$ cat src/rtl/shared_counters_pkg.sv
// Shared definitions for the shared-counter array and its clients.
//
// Contents:
//   - default array geometry (N_DEFAULT subcounters of G_DEFAULT bits)
//   - command encodings driven on command_out toward the array
//   - state type of the read collector FSM
package shared_counters_pkg;

  localparam int N_DEFAULT = 10;
  localparam int G_DEFAULT = 4;

  localparam logic [2:0] CMD_IDLE    = 3'b000;
  localparam logic [2:0] CMD_INC     = 3'b001;
  localparam logic [2:0] CMD_ALLOC   = 3'b010;
  localparam logic [2:0] CMD_DEALLOC = 3'b011;
  localparam logic [2:0] CMD_LOAD    = 3'b100;
  localparam logic [2:0] CMD_READ    = 3'b101;

  typedef enum logic [1:0] {
    IDLE,
    ISSUE,
    COLLECT,
    RESP
  } collector_state_e;

endpackage

$ cat src/rtl/shared_counters_read_collector_rd_beat_packer.sv
// rd_beat_packer: accumulates serial G-bit beats into an N*G-bit word.
//
// Ports:
//   clk, rst   clock, asynchronous active-high reset
//   clr        zero the accumulator and beat count (new read)
//   wr         store wdata at slot 'count' and advance the count
//   wdata      G-bit beat, least significant subcounter first
//   count      number of beats stored so far
//   data       accumulated value; slots not yet written read as 0
//   full       all N slots written
module rd_beat_packer
  import shared_counters_pkg::*;
#(
  parameter int N = N_DEFAULT,
  parameter int G = G_DEFAULT
) (
  input  logic                   clk,
  input  logic                   rst,
  input  logic                   clr,
  input  logic                   wr,
  input  logic [G-1:0]           wdata,
  output logic [$clog2(N+1)-1:0] count,
  output logic [N*G-1:0]         data,
  output logic                   full
);

  localparam int LW = $clog2(N+1);
  localparam logic [LW-1:0] N_FULL = LW'(N);

  logic [LW-1:0]  count_q, count_d;
  logic [N*G-1:0] data_q, data_d;

  // Clear wins over write; the caller never writes once full, so the
  // indexed slot always lies inside the accumulator.
  always_comb begin
    count_d = count_q;
    data_d  = data_q;
    if (clr) begin
      count_d = '0;
      data_d  = '0;
    end else if (wr) begin
      data_d[count_q*G +: G] = wdata;
      count_d                = count_q + 1'b1;
    end
  end

  always_ff @(posedge clk or posedge rst) begin
    if (rst) begin
      count_q <= '0;
      data_q  <= '0;
    end else begin
      count_q <= count_d;
      data_q  <= data_d;
    end
  end

  assign count = count_q;
  assign data  = data_q;
  assign full  = (count_q == N_FULL);

endmodule

$ cat src/rtl/shared_counters_read_collector.sv
// shared_counters_read_collector: issues READ for one counter id to the
// shared-counter array, gathers the returned serial beats and offers the
// reassembled value on a valid/ready response port.
//
// Ports:
//   clk, rst                  clock, asynchronous active-high reset
//   req_valid/req_ready/req_id   read request (base subcounter id)
//   command_out, id_out       command and id toward the array
//   rdata_in/rvalid_in/rlast_in  beats from the array, LS subcounter first
//   resp_valid/resp_ready     response handshake
//   resp_data, resp_len       assembled value (zero-extended), beat count
//   resp_err                  bad id, or no first beat before the timeout
//
// Build option: define READ_COLLECT_TIMEOUT_EN to abandon a read that sees
// no first beat within TIMEOUT cycles of ISSUE; without it ISSUE waits
// indefinitely.
module shared_counters_read_collector
  import shared_counters_pkg::*;
#(
  parameter int N       = N_DEFAULT,
  parameter int G       = G_DEFAULT,
  parameter int TIMEOUT = 4
) (
  input  logic                   clk,
  input  logic                   rst,
  input  logic                   req_valid,
  output logic                   req_ready,
  input  logic [$clog2(N)-1:0]   req_id,
  output logic [2:0]             command_out,
  output logic [$clog2(N)-1:0]   id_out,
  input  logic [G-1:0]           rdata_in,
  input  logic                   rvalid_in,
  input  logic                   rlast_in,
  output logic                   resp_valid,
  input  logic                   resp_ready,
  output logic [N*G-1:0]         resp_data,
  output logic [$clog2(N+1)-1:0] resp_len,
  output logic                   resp_err
);

  localparam int IDW = $clog2(N);
  localparam int LW  = $clog2(N+1);
  localparam int TW  = $clog2(TIMEOUT+1);
  localparam logic [IDW:0]   N_ID     = (IDW+1)'(N);
  localparam logic [LW-1:0]  N_LAST   = LW'(N-1);
  localparam logic [TW-1:0]  TMO_MAX  = TW'(TIMEOUT);
`ifdef READ_COLLECT_TIMEOUT_EN
  localparam logic [TW-1:0]  TMO_LAST = TW'(TIMEOUT-1);
`endif

  collector_state_e state_q, state_d;
  logic [IDW-1:0]   id_q, id_d;
  logic             err_q, err_d;
  logic [TW-1:0]    tmo_q, tmo_d;

  logic             pk_clr, pk_wr, pk_full;
  logic [LW-1:0]    pk_count;
  logic [N*G-1:0]   pk_data;

  logic             id_bad;
  assign id_bad = ({1'b0, req_id} >= N_ID);

  rd_beat_packer #(
    .N (N),
    .G (G)
  ) u_packer (
    .clk   (clk),
    .rst   (rst),
    .clr   (pk_clr),
    .wr    (pk_wr),
    .wdata (rdata_in),
    .count (pk_count),
    .data  (pk_data),
    .full  (pk_full)
  );

  // State and per-request registers; async reset drops command_out to idle
  // at once because command_out decodes straight from state.
  always_ff @(posedge clk or posedge rst) begin
    if (rst) begin
      state_q <= IDLE;
      id_q    <= '0;
      err_q   <= 1'b0;
      tmo_q   <= '0;
    end else begin
      state_q <= state_d;
      id_q    <= id_d;
      err_q   <= err_d;
      tmo_q   <= tmo_d;
    end
  end

  // Next state. A cycle without rvalid_in in COLLECT ends the read: the
  // array stops sending at the top subcounter without flagging last.
  // The ISSUE wait counter saturates; it only steers the FSM when the
  // timeout option is built in and is otherwise left without a load.
  always_comb begin
    state_d = state_q;
    id_d    = id_q;
    err_d   = err_q;
    tmo_d   = tmo_q;
    pk_clr  = 1'b0;
    pk_wr   = 1'b0;
    case (state_q)
      IDLE: begin
        if (req_valid) begin
          pk_clr = 1'b1;
          id_d   = req_id;
          err_d  = 1'b0;
          tmo_d  = '0;
          if (id_bad) begin
            err_d   = 1'b1;
            state_d = RESP;
          end else begin
            state_d = ISSUE;
          end
        end
      end
      ISSUE: begin
        if (rvalid_in) begin
          pk_wr   = !pk_full;
          state_d = (rlast_in || N == 1) ? RESP : COLLECT;
        end else begin
          if (tmo_q != TMO_MAX) tmo_d = tmo_q + 1'b1;
`ifdef READ_COLLECT_TIMEOUT_EN
          if (tmo_q == TMO_LAST) begin
            err_d   = 1'b1;
            state_d = RESP;
          end
`endif
        end
      end
      COLLECT: begin
        if (!rvalid_in) begin
          state_d = RESP;
        end else begin
          pk_wr = !pk_full;
          if (rlast_in || pk_count == N_LAST) state_d = RESP;
        end
      end
      RESP: begin
        if (resp_ready) state_d = IDLE;
      end
      default: state_d = IDLE;
    endcase
  end

  // Moore outputs; RESP always drives idle so the array rewinds its beat
  // pointer before the next READ.
  always_comb begin
    req_ready   = (state_q == IDLE);
    resp_valid  = (state_q == RESP);
    command_out = (state_q == ISSUE || state_q == COLLECT) ? CMD_READ : CMD_IDLE;
  end

  assign id_out    = id_q;
  assign resp_err  = err_q;
  assign resp_len  = pk_count;
  assign resp_data = pk_data;

endmodule
$ cat config.mk
export PLATFORM = sky130hd
export DESIGN_NAME = shared_counters_read_collector
export DESIGN_NICKNAME = d
export VERILOG_FILES = /design/src/rtl/shared_counters_pkg.sv /design/src/rtl/shared_counters_read_collector_rd_beat_packer.sv /design/src/rtl/shared_counters_read_collector.sv
export SDC_FILE = /design/constraint.sdc
export NUM_CORES = 1
export LEC_CHECK = 0
export BUFFER_PORTS_ARGS = -buffer_cell sky130_fd_sc_hd__buf_4
export CAP_MARGIN = 20
export CORE_MARGIN = 1.5
export CORE_UTILIZATION = 48
export CTS_BUF_LIST = sky130_fd_sc_hd__clkbuf_16
export CTS_CLUSTER_DIAMETER = 40
export DETAILED_ROUTE_END_ITERATION = 10
export GPL_ROUTABILITY_DRIVEN = 0
export PLACE_DENSITY = 0.76
export SKIP_CTS_REPAIR_TIMING = 1
export SYNTH_ARGS = -nofsm -noshare
export SYNTH_HDL_FRONTEND = slang
export SYNTH_SLANG_ARGS = --single-unit
$ cat constraint.sdc
create_clock -name clk -period 2.2 [get_ports clk]
set_input_delay 0.44 -clock clk [delete_from_list [all_inputs] [get_ports clk]]
set_output_delay 0.44 -clock clk [all_outputs]
set_load 0.005 [all_outputs]
==> reports/metrics.yaml <==
timing:
  rsz0062_at_grt: "true"
  finalWorstSetupSlack_ns: 0.0511
  setup_viol: 0
  worst_pin_slew_ns: 0.573
  timing.slew.headroom_pct: 61.8
  fin_crit_sh_pct: 97.7
  hold_violations: 0
  maxSlewViolCount: 0
  finalCriticalPeriod_ns: 2.15
  max_freq_ghz: 0.465
  finClkSkew_ns: 0.00596
die:
  die_area_sq_mm: 0.00610
  fp.dieH_microns: 78.1
  core_sq_mm: 0.00547
  io_pins: 68
  rows: 27
  dieWidth_microns: 78.1
  start_util_pct: 49.5
power_and_ir_drop:
  vdd_drop_max_v: 0.000547
  powerDensity_mw_per_mm2: 1190
  power_uw: 4290
  p_leak_uw: 0.00184
logic_synthesis:
  ys_ff_latch: 51
  ys_types: 49
  synth.cell_area_sq_mm: 0.00271
  ys_warn_count: 0
  ys.flop_type: "dfrtp_1"
  synth_cells: 273
  seq_area_frac_synth_pct: 47.1
  synth_area_per_cell_sq_um: 9.92
  synth_edf_count: 0
  async_reset_ff_share_pct: 100
  syn_nets: 296
placed_design:
  io_buffers: 66
  post-dp-hpwl_microns: 4940
  place_inst: 413
  place_ws_ns: 0.0799
clock_network:
  cts-htree-levels: 2
  clkSinkCount: 51
  worstSkewPairLatency_ns: 0.29
  cts_buffers: 5
  root_buffer: "clkbuf_16"
  clk_pin_slew_ns: 0.07
  clockBufferDepth: 2
  cts_tree: "yes"
drt:
  drtPass1Iterations: 4
  wl_per_cell_microns: 16.5
  vias: 2366
  drc: 0
  wl_microns: 7000
  dr.first_iter.drc_count: 156
  ant_nets: 0
  via_per_inst: 5.57
setup_path:
  path_max_fanout: 6
  start_kind: "flip-flop"
  reg2reg_from: "state_q[0]$_DFFE_PP0P_"
  crit_start: "state_q[0]$_DFFE_PP0P_"
  required_ns: 2.37
  reg2reg_depth: 8
  cp.arrival_ns: 2.32
  critPathKind: "reg2reg"
  crit_path_top_delay_cell: "dfrtp_1"
  cpLargestDelayFamily: "buffers and inverters"
  cp.depth: 8
  reg2reg_slack_ns: 0.05
  cp-end-kind: "flip-flop"
  rr_endpoint: "u_packer.data[15]$_DFFE_PP0P_"
  path_cells: "inv_1 > ha_1 > nand4b_1 > buf_4 > a2111oi_4 > buf_4 > mux2i_2 > nor2_1"
  endpoint: "u_packer.data[15]$_DFFE_PP0P_"
  crit_path_max_incr_delay_ns: 0.40
  crit_buf_inv: 3
  cpMostUsedCell: "buf_4"
finish:
  finish.utilization_pct: 66.1
  final_cell_mix: "buf_4, dfrtp_1, nand2_1, mux2i_1, nor2_1"
  area_delta_synth_final_pct: 33.5
  diodes: 0
  fin_cells: 425
  drive_gt1_share_pct: 31.4
  final_common_cell: "buf_4"
  finalNetCount: 375
global_route:
  grt_overflow_total: 0
  grt_pass1_vias: 2383
  track_usage_pct: 23.8
  grt_pass1_wl_microns: 11500
  grt_max_degree: 34
  antenna_found_initial: 0
status:
  status: "finished clean"
flow_run:
  drv_cap: 0
worst_hold_path:
  hold_class: "in2async"
==> cell usage after synthesis (all sizes together), types with 2 or more instances <==
cell type | n | area, sq um
nor4 | 3 | 25.0
dfrtp | 51 | 1280
nand3 | 10 | 50.1
nor2b | 3 | 18.8
clkbuf | 8 | 30.0
nor3 | 4 | 20.0
nor2 | 19 | 76.3
nor4b | 2 | 17.5
nand4 | 8 | 50.1
a211oi | 2 | 20.0
buf | 6 | 32.5
a2111oi | 2 | 55.1
mux2i | 31 | 310
and3 | 4 | 25.0
xnor2 | 3 | 26.3
a31o | 3 | 26.3
a21oi | 10 | 50.1
nand2 | 47 | 176
and2 | 5 | 31.3
nand4b | 2 | 17.5
nand2b | 5 | 31.3
or2 | 3 | 18.8
ha | 9 | 113
a22o | 2 | 17.5
inv | 10 | 37.5
and4 | 2 | 17.5
o21ai | 7 | 35.0
==> worst min-delay path by stage <==
stage	endpoint	cells past startpoint	startpoint
finish	id_out[0]$_DFFE_PP0P_	2	rst
global route	id_out[0]$_DFFE_PP0P_	2	rst
CTS	id_out[0]$_DFFE_PP0P_	2	rst
detailed placement	id_out[0]$_DFFE_PP0P_	2	id_out[0]$_DFFE_PP0P_
global placement	id_out[2]$_DFFE_PP0P_	2	id_out[2]$_DFFE_PP0P_
floorplan	id_out[0]$_DFFE_PP0P_	2	id_out[0]$_DFFE_PP0P_
==> flip-flops by register name, indices dropped and copies added (netlist names) <==
name            count
resp_err            1
state_q             2
u_packer.data      40
u_packer.count      4
id_out              4
==> cell families after synthesis <==
| logic type | Yosys count | synth area share, % |
|---|---|---|
| flops | 51 | 47.1 |
| mux | 31 | 11.5 |
| simple gates | 123 | 23.2 |
| other cells | 1 | 0.138 |
| fa+ha+maj | 9 | 4.16 |
| buf+inv | 24 | 3.69 |
| xor+xnor | 3 | 0.970 |
| compound gates | 31 | 9.24 |
==> metrics by stage <==
stage	TNS, ns	hold slack (ns)	cell area (sq um)
finish	0	0.189	3620
global route	-0.0670	0.244	3620
CTS	0	0.212	3550
detailed placement	0	0.468	3380
global placement	0	0.462	3380
floorplan	0	0.470	2720
==> layer usage <==
metal	track usage (%)	routed length, microns
met4	7.86	143
met2	38.3	3370
met3	4.07	395
met1	32.6	3090
met5	0	0
==> final cells by class <==
class,instances,area [sq um]
Clock buffer,5,125
Clock inverter,3,42.5
Fill cell,458,1860
Inverter,10,37.5
Multi-Input combinational cell,198,1380
Sequential cell,51,1280
Tap cell,72,90.1
Timing Repair Buffer,86,671
==> where the power goes <==
group          leakage, uW  switching (uW)  internal (uW)
sequential        0.000696             113           1100
clock            0.0000818             357            537
combinational      0.00106            1240            943
total              0.00184            1710           2580
(Power assumes the default switching activity.)
